[config.mk]
export PLATFORM = sky130hd
export DESIGN_NAME = cp0_tlb_regs_flat
export DESIGN_NICKNAME = d
export VERILOG_FILES = /design/src/rtl/cp0_tlb_regs_if.sv /design/src/rtl/cp0_tlb_regs.sv /design/src/flat_wrapper.sv
export SDC_FILE = /design/constraint.sdc
export NUM_CORES = 1
export LEC_CHECK = 0
export CORE_AREA = 2 2 137 139
export CTS_BUF_LIST = sky130_fd_sc_hd__clkbuf_8
export DETAILED_ROUTE_END_ITERATION = 7
export DIE_AREA = 0 0 139 141
export PLACE_DENSITY = 0.65
export SYNTH_ARGS = -nofsm -noshare
export SYNTH_HDL_FRONTEND = slang
export SYNTH_SLANG_ARGS = --single-unit
[constraint.sdc]
create_clock -name clk -period 4.2 [get_ports clk]
set_clock_uncertainty 0.1 [all_clocks]
set_input_delay 1.05 -clock clk [delete_from_list [all_inputs] [get_ports clk]]
set_output_delay 1.05 -clock clk [all_outputs]
set_load 0.05 [all_outputs]
[src/rtl/cp0_tlb_regs_if.sv]
// CP0 <-> execute-stage / TLB signal bundle for cp0_tlb_regs.
// slave is the register file side, master is whoever drives it.
interface cp0_tlb_regs_if;
    logic        mtc0_we;
    logic [4:0]  mtc0_addr;
    logic [31:0] mtc0_wdata;
    logic [4:0]  mfc0_addr;
    logic [31:0] mfc0_rdata;
    logic        op_valid;
    logic [1:0]  op;
    logic        op_ready;
    logic        op_done;
    logic        exc_tlb;
    logic [31:0] exc_badvaddr;
    logic        tlb_we;
    logic [3:0]  tlb_w_index;
    logic [31:0] tlb_w_hi;
    logic [31:0] tlb_w_lo0;
    logic [31:0] tlb_w_lo1;
    logic [3:0]  tlb_r_index;
    logic        tlb_op_tlbp;
    logic [31:0] tlb_p_index;
    logic [31:0] tlb_r_hi;
    logic [31:0] tlb_r_lo0;
    logic [31:0] tlb_r_lo1;

    modport slave (
        input  mtc0_we, mtc0_addr, mtc0_wdata, mfc0_addr, op_valid, op, exc_tlb, exc_badvaddr,
               tlb_p_index, tlb_r_hi, tlb_r_lo0, tlb_r_lo1,
        output mfc0_rdata, op_ready, op_done, tlb_we, tlb_w_index, tlb_w_hi, tlb_w_lo0,
               tlb_w_lo1, tlb_r_index, tlb_op_tlbp
    );

    modport master (
        output mtc0_we, mtc0_addr, mtc0_wdata, mfc0_addr, op_valid, op, exc_tlb, exc_badvaddr,
               tlb_p_index, tlb_r_hi, tlb_r_lo0, tlb_r_lo1,
        input  mfc0_rdata, op_ready, op_done, tlb_we, tlb_w_index, tlb_w_hi, tlb_w_lo0,
               tlb_w_lo1, tlb_r_index, tlb_op_tlbp
    );
endinterface

[src/rtl/cp0_tlb_regs.sv]
// CP0 TLB registers (Index/Random/EntryLo0/1/Wired/EntryHi) and tlbp/tlbr/tlbwi/tlbwr sequencer.
// Define TLB_WIRED_EN to implement the Wired register; otherwise Wired reads 0.
module cp0_tlb_regs #(
    parameter int unsigned TLBNUM = 16
) (
    input  logic           clk,
    input  logic           resetn,
    cp0_tlb_regs_if.slave  io_bus
);
    typedef enum logic [1:0] {StIdle, StExec, StDone} state_e;

    localparam logic [1:0] OpTlbp  = 2'b00;
    localparam logic [1:0] OpTlbr  = 2'b01;
    localparam logic [1:0] OpTlbwi = 2'b10;
    localparam logic [1:0] OpTlbwr = 2'b11;

    localparam logic [4:0] AddrIndex  = 5'd0;
    localparam logic [4:0] AddrRandom = 5'd1;
    localparam logic [4:0] AddrLo0    = 5'd2;
    localparam logic [4:0] AddrLo1    = 5'd3;
    localparam logic [4:0] AddrWired  = 5'd6;
    localparam logic [4:0] AddrHi     = 5'd10;

    localparam logic [3:0] RandTop = 4'(TLBNUM - 1);

    state_e      r_state, w_state_nxt;
    logic [1:0]  r_op;
    logic        r_index_p;
    logic [3:0]  r_index;
    logic [3:0]  r_random;
    logic [18:0] r_vpn2;
    logic [7:0]  r_asid;
    logic [25:0] r_lo0, r_lo1;

    logic [3:0]  w_wired;
    logic        w_wired_load;
    logic        w_accept, w_exec_tlbp, w_exec_tlbr;
    logic        w_wr_index, w_wr_lo0, w_wr_lo1, w_wr_hi;
    logic        w_tlb_we, w_tlb_op_tlbp;
    logic [3:0]  w_tlb_w_index;
    logic [31:0] w_index_full, w_hi_full, w_rdata;
    logic        w_unused;

    assign w_accept    = (r_state == StIdle) && io_bus.op_valid;
    assign w_exec_tlbp = (r_state == StExec) && (r_op == OpTlbp);
    assign w_exec_tlbr = (r_state == StExec) && (r_op == OpTlbr);
    assign w_wr_index  = io_bus.mtc0_we && (io_bus.mtc0_addr == AddrIndex);
    assign w_wr_lo0    = io_bus.mtc0_we && (io_bus.mtc0_addr == AddrLo0);
    assign w_wr_lo1    = io_bus.mtc0_we && (io_bus.mtc0_addr == AddrLo1);
    assign w_wr_hi     = io_bus.mtc0_we && (io_bus.mtc0_addr == AddrHi);

    always_ff @(posedge clk) begin
        if (!resetn) r_state <= StIdle;
        else         r_state <= w_state_nxt;
    end

    always_comb begin
        w_state_nxt = r_state;
        unique case (r_state)
            StIdle:  if (io_bus.op_valid) w_state_nxt = StExec;
            StExec:  w_state_nxt = StDone;
            StDone:  w_state_nxt = StIdle;
            default: w_state_nxt = StIdle;
        endcase
    end

    always_ff @(posedge clk) begin
        if (!resetn)       r_op <= OpTlbp;
        else if (w_accept) r_op <= io_bus.op;
    end

`ifdef TLB_WIRED_EN
    logic [3:0] r_wired;
    logic       w_wr_wired;

    assign w_wr_wired = io_bus.mtc0_we && (io_bus.mtc0_addr == AddrWired);

    always_ff @(posedge clk) begin
        if (!resetn)         r_wired <= 4'd0;
        else if (w_wr_wired) r_wired <= io_bus.mtc0_wdata[3:0];
    end

    assign w_wired      = r_wired;
    assign w_wired_load = w_wr_wired;
`else
    assign w_wired      = 4'd0;
    assign w_wired_load = 1'b0;
`endif

    // Wraps back to the top once it reaches the Wired floor; Wired == top pins it there.
    always_ff @(posedge clk) begin
        if (!resetn)                                   r_random <= RandTop;
        else if (w_wired_load || r_random == w_wired) r_random <= RandTop;
        else                                           r_random <= r_random - 4'd1;
    end

    always_ff @(posedge clk) begin
        if (!resetn) begin
            r_index_p <= 1'b0;
            r_index   <= 4'd0;
        end else if (w_exec_tlbp) begin
            r_index_p <= io_bus.tlb_p_index[31];
            r_index   <= io_bus.tlb_p_index[3:0];
        end else if (w_wr_index) begin
            r_index   <= io_bus.mtc0_wdata[3:0];
        end
    end

    // Exception commit beats a tlbr result; the ASID survives the exception.
    always_ff @(posedge clk) begin
        if (!resetn) begin
            r_vpn2 <= '0;
            r_asid <= '0;
        end else if (io_bus.exc_tlb) begin
            r_vpn2 <= io_bus.exc_badvaddr[31:13];
        end else if (w_exec_tlbr) begin
            r_vpn2 <= io_bus.tlb_r_hi[31:13];
            r_asid <= io_bus.tlb_r_hi[7:0];
        end else if (w_wr_hi) begin
            r_vpn2 <= io_bus.mtc0_wdata[31:13];
            r_asid <= io_bus.mtc0_wdata[7:0];
        end
    end

    always_ff @(posedge clk) begin
        if (!resetn) begin
            r_lo0 <= '0;
            r_lo1 <= '0;
        end else if (w_exec_tlbr) begin
            r_lo0 <= io_bus.tlb_r_lo0[25:0];
            r_lo1 <= io_bus.tlb_r_lo1[25:0];
        end else begin
            if (w_wr_lo0) r_lo0 <= io_bus.mtc0_wdata[25:0];
            if (w_wr_lo1) r_lo1 <= io_bus.mtc0_wdata[25:0];
        end
    end

    always_comb begin
        w_tlb_we      = 1'b0;
        w_tlb_op_tlbp = 1'b0;
        w_tlb_w_index = r_index;
        if (r_state == StExec) begin
            unique case (r_op)
                OpTlbp:  w_tlb_op_tlbp = 1'b1;
                OpTlbr:  w_tlb_we      = 1'b0;
                OpTlbwi: w_tlb_we      = 1'b1;
                OpTlbwr: begin
                    w_tlb_we      = 1'b1;
                    w_tlb_w_index = r_random;
                end
                default: w_tlb_we      = 1'b0;
            endcase
        end
    end

    assign w_index_full = {r_index_p, 27'd0, r_index};
    assign w_hi_full    = {r_vpn2, 5'd0, r_asid};

    always_comb begin
        w_rdata = 32'd0;
        case (io_bus.mfc0_addr)
            AddrIndex:  w_rdata = w_index_full;
            AddrRandom: w_rdata = {28'd0, r_random};
            AddrLo0:    w_rdata = {6'd0, r_lo0};
            AddrLo1:    w_rdata = {6'd0, r_lo1};
            AddrWired:  w_rdata = {28'd0, w_wired};
            AddrHi:     w_rdata = w_hi_full;
            default:    w_rdata = 32'd0;
        endcase
    end

    assign io_bus.mfc0_rdata  = w_rdata;
    assign io_bus.op_ready    = (r_state == StIdle);
    assign io_bus.op_done     = (r_state == StDone);
    assign io_bus.tlb_we      = w_tlb_we;
    assign io_bus.tlb_op_tlbp = w_tlb_op_tlbp;
    assign io_bus.tlb_w_index = w_tlb_w_index;
    assign io_bus.tlb_w_hi    = w_hi_full;
    assign io_bus.tlb_w_lo0   = {6'd0, r_lo0};
    assign io_bus.tlb_w_lo1   = {6'd0, r_lo1};
    assign io_bus.tlb_r_index = r_index;

    assign w_unused = ^{io_bus.mtc0_wdata[12:8], io_bus.tlb_p_index[30:4], io_bus.tlb_r_hi[12:8],
                        io_bus.tlb_r_lo0[31:26], io_bus.tlb_r_lo1[31:26],
                        io_bus.exc_badvaddr[12:0]};
endmodule

[src/flat_wrapper.sv]
// flat-port wrapper written by rule: the top's interface ports become plain ports
module cp0_tlb_regs_flat 
#(
    parameter int unsigned TLBNUM = 16
)
  (clk, resetn, io_bus_mtc0_we, io_bus_mtc0_addr, io_bus_mtc0_wdata, io_bus_mfc0_addr, io_bus_op_valid, io_bus_op, io_bus_exc_tlb, io_bus_exc_badvaddr, io_bus_tlb_p_index, io_bus_tlb_r_hi, io_bus_tlb_r_lo0, io_bus_tlb_r_lo1, io_bus_mfc0_rdata, io_bus_op_ready, io_bus_op_done, io_bus_tlb_we, io_bus_tlb_w_index, io_bus_tlb_w_hi, io_bus_tlb_w_lo0, io_bus_tlb_w_lo1, io_bus_tlb_r_index, io_bus_tlb_op_tlbp);
  cp0_tlb_regs_if io_bus_i ();
  input  logic clk;
  input  logic resetn;
  input wire logic [$bits(io_bus_i.mtc0_we)-1:0] io_bus_mtc0_we;
  input wire logic [$bits(io_bus_i.mtc0_addr)-1:0] io_bus_mtc0_addr;
  input wire logic [$bits(io_bus_i.mtc0_wdata)-1:0] io_bus_mtc0_wdata;
  input wire logic [$bits(io_bus_i.mfc0_addr)-1:0] io_bus_mfc0_addr;
  input wire logic [$bits(io_bus_i.op_valid)-1:0] io_bus_op_valid;
  input wire logic [$bits(io_bus_i.op)-1:0] io_bus_op;
  input wire logic [$bits(io_bus_i.exc_tlb)-1:0] io_bus_exc_tlb;
  input wire logic [$bits(io_bus_i.exc_badvaddr)-1:0] io_bus_exc_badvaddr;
  input wire logic [$bits(io_bus_i.tlb_p_index)-1:0] io_bus_tlb_p_index;
  input wire logic [$bits(io_bus_i.tlb_r_hi)-1:0] io_bus_tlb_r_hi;
  input wire logic [$bits(io_bus_i.tlb_r_lo0)-1:0] io_bus_tlb_r_lo0;
  input wire logic [$bits(io_bus_i.tlb_r_lo1)-1:0] io_bus_tlb_r_lo1;
  output wire logic [$bits(io_bus_i.mfc0_rdata)-1:0] io_bus_mfc0_rdata;
  output wire logic [$bits(io_bus_i.op_ready)-1:0] io_bus_op_ready;
  output wire logic [$bits(io_bus_i.op_done)-1:0] io_bus_op_done;
  output wire logic [$bits(io_bus_i.tlb_we)-1:0] io_bus_tlb_we;
  output wire logic [$bits(io_bus_i.tlb_w_index)-1:0] io_bus_tlb_w_index;
  output wire logic [$bits(io_bus_i.tlb_w_hi)-1:0] io_bus_tlb_w_hi;
  output wire logic [$bits(io_bus_i.tlb_w_lo0)-1:0] io_bus_tlb_w_lo0;
  output wire logic [$bits(io_bus_i.tlb_w_lo1)-1:0] io_bus_tlb_w_lo1;
  output wire logic [$bits(io_bus_i.tlb_r_index)-1:0] io_bus_tlb_r_index;
  output wire logic [$bits(io_bus_i.tlb_op_tlbp)-1:0] io_bus_tlb_op_tlbp;
  assign io_bus_i.mtc0_we = io_bus_mtc0_we;
  assign io_bus_i.mtc0_addr = io_bus_mtc0_addr;
  assign io_bus_i.mtc0_wdata = io_bus_mtc0_wdata;
  assign io_bus_i.mfc0_addr = io_bus_mfc0_addr;
  assign io_bus_i.op_valid = io_bus_op_valid;
  assign io_bus_i.op = io_bus_op;
  assign io_bus_i.exc_tlb = io_bus_exc_tlb;
  assign io_bus_i.exc_badvaddr = io_bus_exc_badvaddr;
  assign io_bus_i.tlb_p_index = io_bus_tlb_p_index;
  assign io_bus_i.tlb_r_hi = io_bus_tlb_r_hi;
  assign io_bus_i.tlb_r_lo0 = io_bus_tlb_r_lo0;
  assign io_bus_i.tlb_r_lo1 = io_bus_tlb_r_lo1;
  assign io_bus_mfc0_rdata = io_bus_i.mfc0_rdata;
  assign io_bus_op_ready = io_bus_i.op_ready;
  assign io_bus_op_done = io_bus_i.op_done;
  assign io_bus_tlb_we = io_bus_i.tlb_we;
  assign io_bus_tlb_w_index = io_bus_i.tlb_w_index;
  assign io_bus_tlb_w_hi = io_bus_i.tlb_w_hi;
  assign io_bus_tlb_w_lo0 = io_bus_i.tlb_w_lo0;
  assign io_bus_tlb_w_lo1 = io_bus_i.tlb_w_lo1;
  assign io_bus_tlb_r_index = io_bus_i.tlb_r_index;
  assign io_bus_tlb_op_tlbp = io_bus_i.tlb_op_tlbp;
  cp0_tlb_regs #(.TLBNUM(TLBNUM)) u_core (.clk(clk), .resetn(resetn), .io_bus(io_bus_i));
endmodule
==> results by stage <==
Status:
- The flow ran to the end, and the final reports show no timing, DRC or antenna violations.

Routing:
- The via count is between 5000 and 6000.
- After detailed routing, the number of remaining DRC violations is 0.
- The pre-antenna-repair detailed-routing pass consisted of 5 iterations.
- Once detail routing completed, the nets flagged for antenna violations numbered 0.
- The total length of routed met2 wires is 9910 µm.
- The met3 wirelength from detailed routing is roughly 1500 µm.
- After the first detailed-routing iteration, the DRC count stood at 393.
- The final routed wire length divided by cell count is 18.8 µm.
- The total wire length is slightly above 20000 µm.
- The top metal layer carrying routed signals is met4.
- After detailed routing, the wire length on met1 is a little under 9000 µm.
- Using the TritonRoute via totals, the vias-per-cell ratio works out to roughly 5.1.

Clock tree:
- The later pin in the worst-skew pair is clocked with a latency of 0.38 ns.
- TritonCTS built the clock tree.
- The buffer cell driving the clock tree root is sky130_fd_sc_hd__clkbuf_8.
- Counting along the longest clock path gives a buffer depth of 2.
- The total of hold buffers inserted after clock tree synthesis is 0.
- The clock slew seen by the registers of the worst setup and hold paths is 0.10 ns.
- The number of buffers inserted to repair setup after CTS is 0.
- The number of sinks driven by the clock tree is approximately 90.
- The number of gates resized after CTS was 0.
- The number of H-tree levels is 3.
- The clock buffer count from CTS is 9.

Logic synthesis:
- After synthesis, the cell types taking the most area are sky130_fd_sc_hd__dfxtp_1, sky130_fd_sc_hd__o21ai_0, sky130_fd_sc_hd__nand2_1.
- The count of cell types in the netlist is 46.
- The fraction of the yosys area taken by sequential cells is 37.7%.
- Yosys printed 0 warnings.
- Yosys mapped a number of flops with a built-in enable equal to 0.
- Of all cell types, the one taking the most synthesized area is sky130_fd_sc_hd__dfxtp_1.
- The number of standard cells after synthesis is 603.
- After synthesis, the largest area contributor takes up 37.7% of total cell area.
- The dominant register cell in the synthesized netlist is sky130_fd_sc_hd__dfxtp_1.
- Counting flops with an async set or reset pin after synthesis yields a share of 0%.
- The mean post-synth cell area is 8.11 µm².
- The post-synthesis instance area is just under 5000 µm².
- The synthesized flop and latch total is 92.

Global routing:
- The total global-route track usage is approximately a fifth.
- The residual overflow from global routing is 0.
- The number of antenna violations at the first check in global routing was 1.
- The first global-routing pass estimated 31200 µm of wire.
- Entering global routing, the biggest net connects 53 pins.
- The via count of the first global-routing pass is approximately 5400.

Layout:
- In the layout the commonest cells are sky130_fd_sc_hd__clkdlybuf4s50_1, sky130_fd_sc_hd__nand2_1, sky130_fd_sc_hd__dfxtp_1, sky130_fd_sc_hd__o21ai_0, sky130_fd_sc_hd__a21oi_1.
- The filler cell count in the final layout is roughly 1800.
- Compared with the post-synthesis result, the final layout area differs by 71.4%.
- For this run, the post-layout net count is 1066.
- Leaving out fill and tap cells, the most frequent cell in the layout is sky130_fd_sc_hd__clkdlybuf4s50_1.
- In the final layout, the share of cells above drive strength 1 is 10.3%.
- The count of placed standard cells in the final layout, fillers left out is 1095.
- The number of antenna diodes in the final layout is 0.

Worst setup path:
- The endpoint required time on the critical path is 3.05 ns.
- STA puts the critical path data arrival time at 2.87 ns.
- The largest delay contributor family on the critical path is buffers and inverters.
- The combined buffer and inverter count along the critical path is 5.
- Traced cell by cell, the critical path runs through clkdlybuf4s50_1, inv_1, and3_1, buf_4, a222oi_1, inv_1, buf_12.
- The slowest stage of the critical path belongs to the cell sky130_fd_sc_hd__clkdlybuf4s50_1.
- STA classifies the critical path endpoint as an output pin.
- The worst setup path is of the in -> out kind.
- The cell occurring most often along the worst timing path is sky130_fd_sc_hd__inv_1.
- On the worst path, the slowest cell contributes a delay of ~0.65 ns.
- Along the worst path, the maximum fanout reaches 8.
- The kind of start point of the critical path is an input port.

Placed design:
- The number of placed instances, taps included, is 1079.
- The post-DP HPWL is 14600 µm.
- OpenSTA, run right after detailed placement, puts the worst setup slack at around 0.17 ns.
- The count of buffers added on input and output ports is 274.
- At the end of routability-driven placement, the weighted congestion stood at 0.827.

Floorplan:
- The vertical die dimension is 141 µm.
- The horizontal die dimension is between 100 and 150 µm.
- Row generation in the floorplan step produced 50 rows.
- The number of primary I/O pins is around 350.
- The full die area is approximately 20000 µm².
- The initial utilization of the core area, before any placement, comes to 26.8%.
- The core region is around 18000 µm².

STA:
- Headroom to the max-slew limit came out at 42.6%.
- The minimum clock period after layout is 4.02 ns.
- The final setup violation count is 0.
- The peak clock frequency supported by timing is about 0.25 GHz.
- The number of slew-limit violations in the final report is 0.
- The final hold violation count was 0.
- The actual slew at the worst max-slew pin is 0.861 ns.
- The final total negative setup slack is 0 ns.
- Setup repair after global routing left no endpoint under its margin.
- The post-route clock period utilization is 95.6%.
- The least setup slack across all paths after layout is around 0.18 ns.

Power and ir drop:
- Sequential cells burn 43.4% of the power.
- The internal portion of the total power is approximately 0.0015 W.
- The part of the power in combinational logic is approximately a quarter.
- Of the total power, the clock network draws 30.3%.
- For this design the total switching power over the nets is 0.000703 W.
- The analysis attributes to cell leakage a power of between 3 and 4 nW.
- The net switching fraction of the power is 32.3%.
- The peak supply drop is 0.000138 V.
- The power density normalized to cell area is 260 nW/µm².

Run:
- The tool flagged a number of max-cap violations equal to 0.

Hold path:
- The worst min-delay path class is reg -> reg.
[routing by layer]
metal  GRT usage, %  vias up
li1               -     2687
met1           25.6     2681
met2           34.2      226
met3           5.03       24
met4           5.74        0
met5              0        -
[final timing paths]
check / from / endpoint / slack [ns] / depth (start not counted)
worst min-delay path: u_core.r_random[0] / u_core.r_random[0] / 0.37 / 1
worst max register to register: u_core.r_state[1] / u_core.r_vpn2[6] / 1.73 / 7
worst max-delay path: io_bus_mfc0_addr[0] / io_bus_mfc0_rdata[23] / 0.18 / 7
worst min register to register: u_core.r_random[0] / u_core.r_random[0] / 0.37 / 1
[layout make-up]
type	count	area, µm²	share of cell area, %
multi-input cells	433	2670	31.8
clock inverters	5	58.8	0.702
clock buffers	11	151	1.81
flip-flops and latches	92	1840	22.0
inverters	23	86.3	1.03
repair buffers	297	3280	39.2
well taps	234	293	3.49
[power by group through the flow]
stage | Sequential [W] | Clock [W] | Combinational [W]
floorplan | 0.00106 | 0 | 0.000196
finish | 0.000945 | 0.000659 | 0.000571
CTS | 0.000945 | 0.000670 | 0.000573
global placement | 0.000965 | 0 | 0.000567
global route | 0.000951 | 0.000716 | 0.000602
detailed placement | 0.000965 | 0 | 0.000571
[cells by family after synthesis]
kind of cell,share of synthesized area [%]
fa+ha+maj,0.256
buf+inv,9.78
simple gates,16.3
compound gates,29.2
xor+xnor,0.179
other cells,0.0767
mux,6.55
flops,37.7
[synthesized netlist by cell type (2+ instances only)]
master	count
sky130_fd_sc_hd__mux2i_1	23
sky130_fd_sc_hd__o211ai_1	18
sky130_fd_sc_hd__nor2_1	3
sky130_fd_sc_hd__a21boi_0	10
sky130_fd_sc_hd__clkbuf_1	32
sky130_fd_sc_hd__a21oi_1	49
sky130_fd_sc_hd__and3_1	4
sky130_fd_sc_hd__buf_6	5
sky130_fd_sc_hd__o211a_1	9
sky130_fd_sc_hd__a222oi_1	17
sky130_fd_sc_hd__nor2b_1	3
sky130_fd_sc_hd__buf_4	19
sky130_fd_sc_hd__a22o_1	5
sky130_fd_sc_hd__nand2_1	97
sky130_fd_sc_hd__buf_2	12
sky130_fd_sc_hd__buf_1	2
sky130_fd_sc_hd__mux2_2	8
sky130_fd_sc_hd__a22oi_1	8
sky130_fd_sc_hd__or4_1	18
sky130_fd_sc_hd__o21ai_0	77
sky130_fd_sc_hd__dfxtp_1	92
sky130_fd_sc_hd__nand3b_1	2
sky130_fd_sc_hd__a31oi_1	26
sky130_fd_sc_hd__nand3_1	13
sky130_fd_sc_hd__inv_1	23
sky130_fd_sc_hd__nor4_1	2
sky130_fd_sc_hd__and2_1	7
[metrics by stage]
stage	cell area, µm²	total power (W)	hold WS [ns]	util, %
after floorplan	4950	0.00126	0.312	-
after global placement	8170	0.00153	0.341	44.7
after detailed placement	8170	0.00154	0.342	44.7
after CTS	8380	0.00219	0.366	45.9
after global routing	8380	0.00227	0.397	45.9
final	8380	0.00218	0.371	45.9
[sequential cells by signal (all words and copies together), names as in the netlist]
name / count
u_core.r_state: 2
u_core.r_lo0: 26
u_core.r_random: 4
u_core.r_vpn2: 19
u_core.r_index_p: 1
u_core.r_asid: 8
u_core.r_op: 2
u_core.io_bus.tlb_r_index: 4
u_core.r_lo1: 26
(Power assumes the default switching activity.)
